### src/rtl/vector_sweep_sequencer.sv
`default_nettype none
// ============================================================================
// Module      : vector_sweep_sequencer
// Description : Exhaustive ascending input sweep with settle, capture and
//               valid/ready record emission; abortable and back-pressurable.
// Revision    : 1.0 - initial release
// ============================================================================
module vector_sweep_sequencer #(
   parameter int N_IN          = 3,
   parameter int SETTLE_CYCLES = 1
) (
   input  logic            CK,
   input  logic            reset,
   input  logic            start,
   input  logic            abort,
   output logic [N_IN-1:0] dut_in,
   input  logic            dut_out,
   output logic            rec_valid,
   input  logic            rec_ready,
   output logic [N_IN-1:0] rec_vector,
   output logic            rec_response,
   output logic            busy,
   output logic            done,
   output logic            aborted,
   output logic [N_IN:0]   ones_count
);

   localparam int c_cnt_w = (SETTLE_CYCLES > 1) ? $clog2(SETTLE_CYCLES) : 1;
   localparam logic [c_cnt_w-1:0] c_cnt_last = c_cnt_w'(SETTLE_CYCLES - 1);

   typedef enum logic [2:0] {
      ST_IDLE    = 3'd0,
      ST_SETTLE  = 3'd1,
      ST_CAPTURE = 3'd2,
      ST_EMIT    = 3'd3,
      ST_FINISH  = 3'd4
   } state_t;

   state_t              r_state;
   state_t              w_state_next;
   logic [N_IN-1:0]     r_vector;
   logic [c_cnt_w-1:0]  r_cnt;
   logic                r_rec_response;
   logic [N_IN:0]       r_ones_count;
   logic                r_done;
   logic                r_aborted;

   logic                w_handshake;
   logic                w_last_vector;
   logic                w_abort;

   assign w_handshake   = (r_state == ST_EMIT) && rec_ready;
   assign w_last_vector = &r_vector;
   assign w_abort       = abort && (r_state != ST_IDLE);

   always_ff @(posedge CK or posedge reset) begin
      if (reset) begin
         r_state <= ST_IDLE;
      end else begin
         r_state <= w_state_next;
      end
   end

   // Abort overrides every other transition once a sweep is running.
   always_comb begin
      w_state_next = r_state;
      case (r_state)
         ST_IDLE:    if (start) w_state_next = ST_SETTLE;
         ST_SETTLE:  if (r_cnt == c_cnt_last) w_state_next = ST_CAPTURE;
         ST_CAPTURE: w_state_next = ST_EMIT;
         ST_EMIT:    if (w_handshake) w_state_next = w_last_vector ? ST_FINISH : ST_SETTLE;
         ST_FINISH:  w_state_next = ST_IDLE;
         default:    w_state_next = ST_IDLE;
      endcase
      if (w_abort) begin
         w_state_next = ST_IDLE;
      end
   end

   always_ff @(posedge CK or posedge reset) begin
      if (reset) begin
         r_vector       <= '0;
         r_cnt          <= '0;
         r_rec_response <= 1'b0;
         r_ones_count   <= '0;
         r_done         <= 1'b0;
         r_aborted      <= 1'b0;
      end else begin
         r_done    <= 1'b0;
         r_aborted <= 1'b0;
         if (w_abort) begin
            // Partial ones_count is kept so the logger can see how far it got.
            r_vector  <= '0;
            r_cnt     <= '0;
            r_aborted <= 1'b1;
         end else begin
            case (r_state)
               ST_IDLE: begin
                  if (start) begin
                     r_vector     <= '0;
                     r_cnt        <= '0;
                     r_ones_count <= '0;
                  end
               end
               ST_SETTLE: begin
                  r_cnt <= r_cnt + c_cnt_w'(1);
               end
               ST_CAPTURE: begin
                  r_rec_response <= dut_out;
                  r_ones_count   <= r_ones_count + {{N_IN{1'b0}}, dut_out};
               end
               ST_EMIT: begin
                  if (w_handshake) begin
                     if (w_last_vector) begin
                        r_done <= 1'b1;
                     end else begin
                        r_vector <= r_vector + N_IN'(1);
                        r_cnt    <= '0;
                     end
                  end
               end
               default: begin
               end
            endcase
         end
      end
   end

   assign dut_in       = r_vector;
   assign rec_vector   = r_vector;
   assign rec_response = r_rec_response;
   assign rec_valid    = (r_state == ST_EMIT);
   assign busy         = (r_state != ST_IDLE);
   assign done         = r_done;
   assign aborted      = r_aborted;
   assign ones_count   = r_ones_count;

endmodule
`default_nettype wire

### config.mk
export PLATFORM = sky130hd
export DESIGN_NAME = vector_sweep_sequencer
export DESIGN_NICKNAME = d
export VERILOG_FILES = /design/src/rtl/vector_sweep_sequencer.sv
export SDC_FILE = /design/constraint.sdc
export NUM_CORES = 1
export LEC_CHECK = 0
export BUFFER_PORTS_ARGS = -buffer_cell sky130_fd_sc_hd__buf_2
export CORE_MARGIN = 2
export CORE_UTILIZATION = 50
export CTS_BUF_LIST = sky130_fd_sc_hd__clkbuf_16
export DETAILED_ROUTE_END_ITERATION = 8
export GPL_TIMING_DRIVEN = 0
export HOLD_SLACK_MARGIN = 0.15
export PLACE_DENSITY = 0.76
export SYNTH_ARGS = -nofsm -noshare
export SYNTH_HDL_FRONTEND = slang
export SYNTH_SLANG_ARGS = --single-unit
### constraint.sdc
create_clock -name CK -period 2.25 [get_ports CK]
set_input_delay 0.3375 -clock CK [delete_from_list [all_inputs] [get_ports CK]]
set_output_delay 0.3375 -clock CK [all_outputs]
set_load 0.005 [all_outputs]
# == Word level (Yosys, flattened, before mapping) ==
# Index checks and enable logic that the tools add are counted.
# classes
eq_ne,8
mux,23
n_addsub,3
bitwise_logic,1
reduce_logical,13
# op_table
cell,n
3-bit 2-to-1 mux,9
3-bit case mux with 4 select lines,1
1-bit 2-to-1 mux,9
3-bit AND reduction,3
4-bit case mux with 2 select lines,1
4-bit AND reduction,2
3-bit by 2-bit == test with 1-bit output (second input constant),2
3-bit inequality test (second input constant),2
3-bit case mux with 2 select lines,1
3-bit nonzero test,2
4-bit by 1-bit adder with 4-bit output,1
4-bit 2-to-1 mux,1
4-bit nonzero test,1
3-bit by 1-bit adder with 3-bit output (second input constant),1
3-bit by 1-bit == test with 1-bit output (second input constant),1
3-bit logical NOT,1
3-bit by 1-bit inequality test with 1-bit output (second input constant),1
3-bit by 2-bit inequality test with 1-bit output (second input constant),1
1-bit case mux with 3 select lines,1
1-bit logical AND,2
2-bit inequality test (second input constant),1
2-bit AND reduction,1
2-bit nonzero test,1
1-bit adder (second input constant),1
1-bit inverter,1
# totals
regBits,14
wordCells,55
out_inout_bits,15

# == Logic depth before layout (Yosys ltp) ==
# Gate-level depths: netlist (run 1).
# depth
depth_word,5
depth_mapped,6
depth_no_buf,6

# == Least setup slack after synthesis (run 1) ==
# Ideal clock, no wire load.
# synth_timing
kind,reg2reg
startpoint,register r_vector[0] (netlist: dut_in[0])
endpoint,register r_vector[0] (netlist: dut_in[0])
path_stages_with_launch,5
setup_ns,0.125
slack_ns,0.681
arrival_ns,1.444
n_path_buf,0
cell_sequence,dfrtp_1 -> ha_1 -> ha_1 -> a221o_2 -> mux2_4
# synth_between
elab_chain_len,5
# synth_rtl
item,line_no,source
from (decl),41,logic [N_IN-1:0] r_vector;
from (signal assigned),117,r_vector <= r_vector + N_IN'(1);
3-bit by 1-bit adder with 3-bit output,117,
3-bit 2-to-1 mux,114,if (w_last_vector) begin
3-bit 2-to-1 mux,113,if (w_handshake) begin
3-bit case mux with 2 select lines,97,case (r_state)
3-bit 2-to-1 mux,91,if (w_abort) begin
# Parallel ways exist; a longest one is shown, timed or not. The select of a mux whose other input is x is not followed.
# A chain may end at the register's enable or synchronous reset.

# == Worst setup path in the final report (run 1) ==
# layout_timing
startpoint,register r_state[1]
endpoint,output port rec_valid
# layout_between
elab_chain_len,1
# layout_rtl
item,line_no,source
from (decl),39,state_t r_state;
from (signal assigned),60,r_state <= w_state_next;
3-bit by 2-bit == test with 1-bit output,132,assign rec_valid = (r_state == ST_EMIT);
to (decl),18,"output logic rec_valid,"
# No other way between the ends.

==> results of run 1 <==
cells by family (layout without fill, tap and decap cells):
| kind of cell | after synthesis | count (layout) | share of synthesized area [%] |
|---|---|---|---|
| buf+inv | 13 | 37 | 9.66 |
| simple gates | 27 | 27 | 18.0 |
| flops | 14 | 14 | 41.0 |
| fa+ha+maj | 4 | 4 | 5.86 |
| compound gates | 25 | 25 | 21.1 |
| mux | 3 | 3 | 4.39 |
critical path, cell delays in order (launching register included):
cell      delay [ns]
dfrtp_1         0.33
buf_6           0.12
clkbuf_1        0.34
and2_1          0.18
buf_2           0.11
state kept, by name, indices dropped and copies added (netlist names):
name	flops
ones_count	4
r_cnt	1
dut_in	3
aborted	1
r_state	3
rec_response	1
done	1
per-layer routing:
metal	GRT usage [%]	up-vias
met5	0	-
met4	7.06	0
met3	3.60	2
met2	32.3	20
met1	26.2	365
li1	-	357
synthesized netlist by cell type, drive strengths merged (2+ instances only):
library cell,instances
a21o,2
buf,6
o31ai,2
o21ai,8
mux2,3
and2,2
nor2b,3
a22o,6
o32ai,2
dfrtp,14
nand2,9
clkbuf,2
ha,4
inv,5
nor2,4
or3,2
power by group through the flow:
stage | clock (mW) | combinational (mW) | sequential (mW)
global placement | 0 | 0.439 | 0.354
CTS | 0.342 | 0.449 | 0.354
floorplan | 0 | 0.327 | 0.355
finish | 0.336 | 0.450 | 0.355
global route | 0.351 | 0.506 | 0.362
detailed placement | 0 | 0.447 | 0.358
path summary, 6_finish.rpt:
| kind | cells after the start | end | slack (ns) |
|---|---|---|---|
| worst max-delay path | 4 | rec_valid | 0.59 |
| worst min-delay path | 2 | ones_count[2]$_DFFE_PP0P_ | 0.14 |
| worst max register to register | 4 | dut_in[0]$_DFFE_PP0P_ | 0.63 |
| worst min register to register | 1 | rec_response$_DFFE_PP0P_ | 0.50 |
| max in group asynchronous | 2 | r_state[1]$_DFFE_PP0P_ | 1.75 |
| min in group CK | 2 | rec_response$_DFFE_PP0P_ | 0.36 |
cell type report:
class | instances | area [sq um]
flip-flops and latches | 14 | 350
inverters | 5 | 18.8
plain buffers | 8 | 63.8
clock buffers | 3 | 75.1
well taps | 16 | 20.0
repair buffers | 20 | 100
clock inverters | 1 | 3.75
multi-input cells | 59 | 422
fillers | 130 | 505
==> reports/qor.txt, run 1 <==
Clock Latency Late Sink = 0.24 ns
yosys warns = 0
clock power share = 29.5%
Root Driver = clkbuf_16
Post-synth EDFFs = 0
#FFs+latches synth = 14
Setup crit start = r_state[1]$_DFFE_PP0P_
Layout Cell Area excl Fill = 1050 sq um
Die Height = 45.3 um
fmax = 602 MHz
worst path arrival time = 1.32 ns
Iter 0 DRT Violations = 16
Setup crit start kind = register
Mean Syn Cell Area = 9.94 sq um
total grt overflow = 0
Slew @ Worst Pin = 0.549 ns
asr flop ratio synth = 100%
DR WL met3 = 73 um
post-route ant nets = 0
Initial Util = 54.8%
IO Pins = 21
first-pass GRT wire length = 2910 um
detailed-route vias per instance = 5.90
global router's overall resource usage = 19.8%
DR WL/cell = 13.6 um
placed cell count = 122
VDD IR max = 0.641 mV
DR top layer = met4
post-route insts no fill = 126
commonest non-fill, non-tap cell in the layout = buf_2
Nets = 121
Int Power = 0.766 mW
DP Wirelength = 1260 um
fin util = 67.6%
Clock Path Buffers = 2
DR DRC count = 0
leak pwr = 0.541 nW
kind of critical path = register to output port
H-Tree Depth = 1
switching pwr = 0.375 mW
sequential area share after synthesis = 41.0%
WL final = 1710 um
postcts setup bufs = 0
switch share = 32.9%
RSZ-0062 raised after global routing = no
Power Total = 1.14 mW
final cycle utilization of the critical path = 73.9%
Final Worst Setup Slack = 0.588 ns
Hold Path Class = input port to async pin
Top FF cell, synth = dfrtp_1
crit path time final = 1.66 ns
PwrDens = 1080 nW/um^2
clock-pin slew on the worst setup and hold paths = 0.05 ns
Req. time, crit path = 1.91 ns
peak fanout along the critical path = 10
status = finished, final reports clean
commonest non-fill, non-tap cells in the layout = buf_2 (20), dfrtp_1 (14), nand2_1 (9)
initial antenna violation count = 0
Post-Place Worst Slack = 0.631 ns
Flop pwr share = 31.1%
drt pass-1 iters = 4
worst rel slew slack = 63.3%
final hold viol count = 0
CTS tree = built
# rows = 14
Min Hold Slack = 0.137 ns
via count = 744
final slew viol count = 0
Max-Cap Viols = 0
Mapped Nets = 96
top post-synthesis cells by area = dfrtp_1 (41%), a22o_1 (6.1%), ha_1 (5.9%)
die area = 2060 sq um
Distinct cells, synth = 31
launch point of the worst reg-to-reg path = dut_in[0]$_DFFE_PP0P_
final setup fails = 0
top-area cell type share of the netlist area = 41.0%
crit path capture type = output port
Antenna diodes = 0
M1 WL = 809 um
CTS Hold Bufs = 0
share of layout cells above drive strength 1 = 30.9%
Gate Count Post-Synth = 86
Port-buffer cells = 20
Mapped Area = 855 sq um
vias in the first global route = 699
CTS Buf Count = 3
synthesis-to-finish area growth = 23.3%
placed inst area = 975 sq um
TNS Setup = 0 ns
largest net degree at the start of global routing = 15
post-cts gate resize count = 0
gpl congestion = 0.859
met2 wire len = 810 um
CTS Sinks = 14
core area = 1560 sq um
Logic pwr share = 39.5%
chip width = 45.3 um
cell taking the most area after synthesis = dfrtp_1
skew final = 0.00119 ns
Power figures use the tool's default switching activity.
==> run 2: changes to the inputs <==
==> constraint.sdc (replaced) <==
create_clock -name CK -period 1.7 [get_ports CK]
set_input_delay 0.255 -clock CK [delete_from_list [all_inputs] [get_ports CK]]
set_output_delay 0.255 -clock CK [all_outputs]
set_load 0.005 [all_outputs]
==> reports/qor.txt, run 2 (synthesis results as in run 1) <==
worst path arrival time = 1.75 ns
detailed-route vias per instance = 5.89
kind of critical path = register to register
DR DRC count = 0
Multi-input gate area = 422 sq um
max reg flops = 4
vias in the first global route = 699
delay-heaviest family, CP = adder cells
skew final = 0.00120 ns
Initial Util = 54.8%
Nets = 122
chip width = 45.3 um
core area = 1560 sq um
Max-Cap Viols = 0
Hold Path Class = input port to register
placed cell count = 122
final cycle utilization of the critical path = 95.5%
Most common cell on crit path = ha_1
Iter 0 DRT Violations = 16
final slew viol count = 0
worst rel slew slack = 63.3%
Power Total = 1.51 mW
commonest non-fill, non-tap cells in the layout = buf_2 (20), dfrtp_1 (14), nand2_1 (9)
status = finished, final reports clean
TNS Setup = 0 ns
DR WL/cell = 13.6 um
postcts setup bufs = 0
FF+latch area = 350 sq um
CP peak stage delay = 0.41 ns
fin util = 68.2%
Slew @ Worst Pin = 0.549 ns
drt pass-1 iters = 4
global router's overall resource usage = 19.8%
post-route ant nets = 0
gpl congestion = 0.859
crit path time final = 1.62 ns
Clock Path Buffers = 2
via count = 748
slowest library cell on the worst path = dfrtp_1
Port-buffer cells = 20
CTS Sinks = 14
crit path capture type = register
commonest non-fill, non-tap cell in the layout = buf_2
post-route insts no fill = 127
synthesis-to-finish area growth = 24.5%
CTS Hold Bufs = 1
Setup crit start kind = register
die area = 2060 sq um
IO Pins = 21
# rows = 14
H-Tree Depth = 1
final setup fails = 0
CTS Buf Count = 3
CTS tree = built
fmax = 616 MHz
Clock Latency Late Sink = 0.24 ns
Root Driver = clkbuf_16
final hold viol count = 0
share of layout cells above drive strength 1 = 30.6%
leak pwr = 0.545 nW
DP Wirelength = 1260 um
WL final = 1730 um
Die Height = 45.3 um
first-pass GRT wire length = 2910 um
largest net degree at the start of global routing = 15
Req. time, crit path = 1.83 ns
PwrDens = 1420 nW/um^2
Fillers = 129
Antenna diodes = 0
peak fanout along the critical path = 4
worst-path cell chain = ha_1 > ha_1 > a221o_2 > mux2_4
post-cts gate resize count = 0
Bufs and invs on worst path = 0
VDD IR max = 0.849 mV
initial antenna violation count = 0
clock-pin slew on the worst setup and hold paths = 0.05 ns
total grt overflow = 0
RSZ-0062 raised after global routing = no
run 2: per-layer routing:
layer | track usage, % | routed length, um
met1 | 26.2 | 814
met2 | 32.3 | 822
met3 | 3.60 | 70
met4 | 7.06 | 17
met5 | 0 | 0
run 2: worst paths after layout:
path / startpoint / endpoint / slack (ns) / cells past startpoint
max: dut_in[0]$_DFFE_PP0P_ / dut_in[0]$_DFFE_PP0P_ / 0.08 / 4
min: dut_out / rec_response$_DFFE_PP0P_ / 0.27 / 2
max reg2reg: dut_in[0]$_DFFE_PP0P_ / dut_in[0]$_DFFE_PP0P_ / 0.08 / 4
min reg2reg: rec_response$_DFFE_PP0P_ / rec_response$_DFFE_PP0P_ / 0.50 / 1
max in group asynchronous: reset / r_state[1]$_DFFE_PP0P_ / 0.73 / 3
min in group asynchronous: reset / ones_count[2]$_DFFE_PP0P_ / 0.61 / 3
run 2: final cells by class:
type / instances / share of cell area, %
multi-input combinational: 59 / 39.6
sequential: 14 / 32.9
timing repair buffer: 21 / 10.4
clock buffer: 3 / 7.06
buffer: 8 / 6.00
tap: 16 / 1.88
inverter: 5 / 1.76
clock inverter: 1 / 0.353
run 2: stage by stage:
step / worst slack [ns] / cell area (sq um) / hold WS, ns
after CTS: 0.0679 / 1060 / 0.270
after floorplan: 0.131 / 855 / 0.144
after global routing: 0.00490 / 1060 / 0.275
after detailed placement: 0.0808 / 975 / 0.330
final: 0.0765 / 1060 / 0.274
after global placement: 0.0896 / 975 / 0.314
run 2: where the power goes:
group / switching [mW] / internal [mW]
sequential: 0.0594 / 0.410
clock: 0.134 / 0.311
combinational: 0.304 / 0.294
total: 0.497 / 1.01
run 2: worst reg2reg max path, delay by kind of cell (launching register included):
family	cells	cell delay [ns]
multiplexers	1	0.26
flip-flops	1	0.41
AO/OA/AOI/OAI	1	0.39
adder cells (fa/ha/maj)	2	0.45
==> run 3: changes to the inputs <==
==> constraint.sdc (replaced) <==
create_clock -name CK -period 1.7 [get_ports CK]
set_input_delay 0.255 -clock CK [delete_from_list [all_inputs] [get_ports CK]]
set_output_delay 0.255 -clock CK [all_outputs]
set_load 0.05 [all_outputs]
==> reports/qor.txt, run 3 (synthesis results as in run 1) <==
status = finished, final reports clean
vias in the first global route = 671
kind of critical path = register to register
fmax = 608 MHz
Final Worst Setup Slack = 0.0559 ns
Setup crit start kind = register
IO Pins = 21
Flop pwr share = 26.6%
chip width = 45.3 um
crit path capture type = register
CP peak stage delay = 0.43 ns
share of layout cells above drive strength 1 = 34.2%
Logic pwr share = 48.3%
final slew viol count = 0
DP Wirelength = 1290 um
peak fanout along the critical path = 4
Die Height = 45.3 um
worst-path cell chain = ha_2 > ha_1 > a221o_2 > mux2_4
detailed-route vias per instance = 5.73
gpl congestion = 0.860
Post-Place Worst Slack = 0.0762 ns
Hold Path Class = input port to register
switching pwr = 0.743 mW
Initial Util = 54.8%
Nets = 122
Slew @ Worst Pin = 0.546 ns
commonest non-fill, non-tap cells in the layout = buf_2 (20), dfrtp_1 (12), nand2_1 (9)
leak pwr = 0.542 nW
clock power share = 25.1%
initial antenna violation count = 0
Port-buffer cells = 20
total grt overflow = 0
TNS Setup = 0 ns
final hold viol count = 0
Root Driver = clkbuf_16
Iter 0 DRT Violations = 29
Int Power = 1.02 mW
final setup fails = 0
WL final = 1860 um
Max-Cap Viols = 0
largest net degree at the start of global routing = 15
via count = 728
post-route ant nets = 0
CTS tree = built
VDD IR max = 1.15 mV
Antenna diodes = 0
die area = 2060 sq um
Req. time, crit path = 1.82 ns
RSZ-0062 raised after global routing = no
global router's overall resource usage = 21.3%
slowest library cell on the worst path = dfrtp_2
synthesis-to-finish area growth = 25.2%
max reg flops = 4
DR DRC count = 0
Clock Latency Late Sink = 0.24 ns
Clock Path Buffers = 2
worst path arrival time = 1.76 ns
CTS Sinks = 14
final cycle utilization of the critical path = 96.7%
DR WL/cell = 14.6 um
Fillers = 127
CTS Buf Count = 3
PwrDens = 1650 nW/um^2
# rows = 14
clock-pin slew on the worst setup and hold paths = 0.05 ns
worst rel slew slack = 63.6%
switch share = 42.1%
crit path time final = 1.64 ns
first-pass GRT wire length = 3120 um
drt pass-1 iters = 4
commonest non-fill, non-tap cell in the layout = buf_2
skew final = 0.00335 ns
postcts setup bufs = 0
H-Tree Depth = 1
core area = 1560 sq um
[run 3: area by class of cell]
class	count	area (sq um)	share of cell area [%]
inverters	5	18.8	1.75
multi-input cells	59	424	39.6
flip-flops and latches	14	353	33.0
plain buffers	8	65.1	6.08
well taps	16	20.0	1.87
repair buffers	21	110	10.3
clock inverters	1	3.75	0.351
clock buffers	3	75.1	7.02
[run 3: through the flow]
stage	area [sq um]	std cells	power, mW	util [%]	hold slack (ns)
2_1_floorplan	860	86	1.14	-	0.144
3_5_place_dp	980	122	1.30	62.8	0.318
5_1_grt	1070	127	1.86	68.6	0.278
3_3_place_gp	980	122	1.29	62.8	0.316
4_1_cts	1070	127	1.76	68.6	0.268
6_report	1070	127	1.76	68.6	0.272
[run 3: what timing repair did]
action,CTS,global route
endpoints found under the setup margin,1,0
hold endpoints to repair,14,0
resized for setup,1,0
hold buffers,1,0
[run 3: worst max-delay path: cells and delay by family, from the launching register on]
kind | cells | cell delay (ns)
adder cells (fa/ha/maj) | 2 | 0.43
AO/OA/AOI/OAI | 1 | 0.40
multiplexers | 1 | 0.26
flip-flops | 1 | 0.43
[run 3: path summary, 6_finish.rpt]
kind | startpoint | end | slack, ns | cells past startpoint
min reg2reg | rec_response$_DFFE_PP0P_ | rec_response$_DFFE_PP0P_ | 0.50 | 1
min in group asynchronous | reset | ones_count[3]$_DFFE_PP0P_ | 0.60 | 3
max in group asynchronous | reset | dut_in[0]$_DFFE_PP0P_ | 0.70 | 3
min | dut_out | rec_response$_DFFE_PP0P_ | 0.27 | 2
max reg2reg | dut_in[0]$_DFFE_PP0P_ | dut_in[0]$_DFFE_PP0P_ | 0.06 | 4
max | dut_in[0]$_DFFE_PP0P_ | dut_in[0]$_DFFE_PP0P_ | 0.06 | 4
[run 3: power groups by stage]
| stage | registers, mW | clock network (mW) | logic (mW) |
|---|---|---|---|
| 2_1_floorplan | 0.615 | 0 | 0.522 |
| 3_3_place_gp | 0.469 | 0 | 0.818 |
| 3_5_place_dp | 0.474 | 0 | 0.830 |
| 4_1_cts | 0.469 | 0.448 | 0.846 |
| 5_1_grt | 0.480 | 0.459 | 0.919 |
| 6_report | 0.469 | 0.443 | 0.851 |
[run 3: routing by layer]
layer  global-route usage, %  vias up  routed length [um]
li1                        -      363                   -
met1                    29.7      345                 919
met2                    34.0       20                 869
met3                    4.00        0                  67
met4                    5.29        0                   0
met5                       0        -                   0
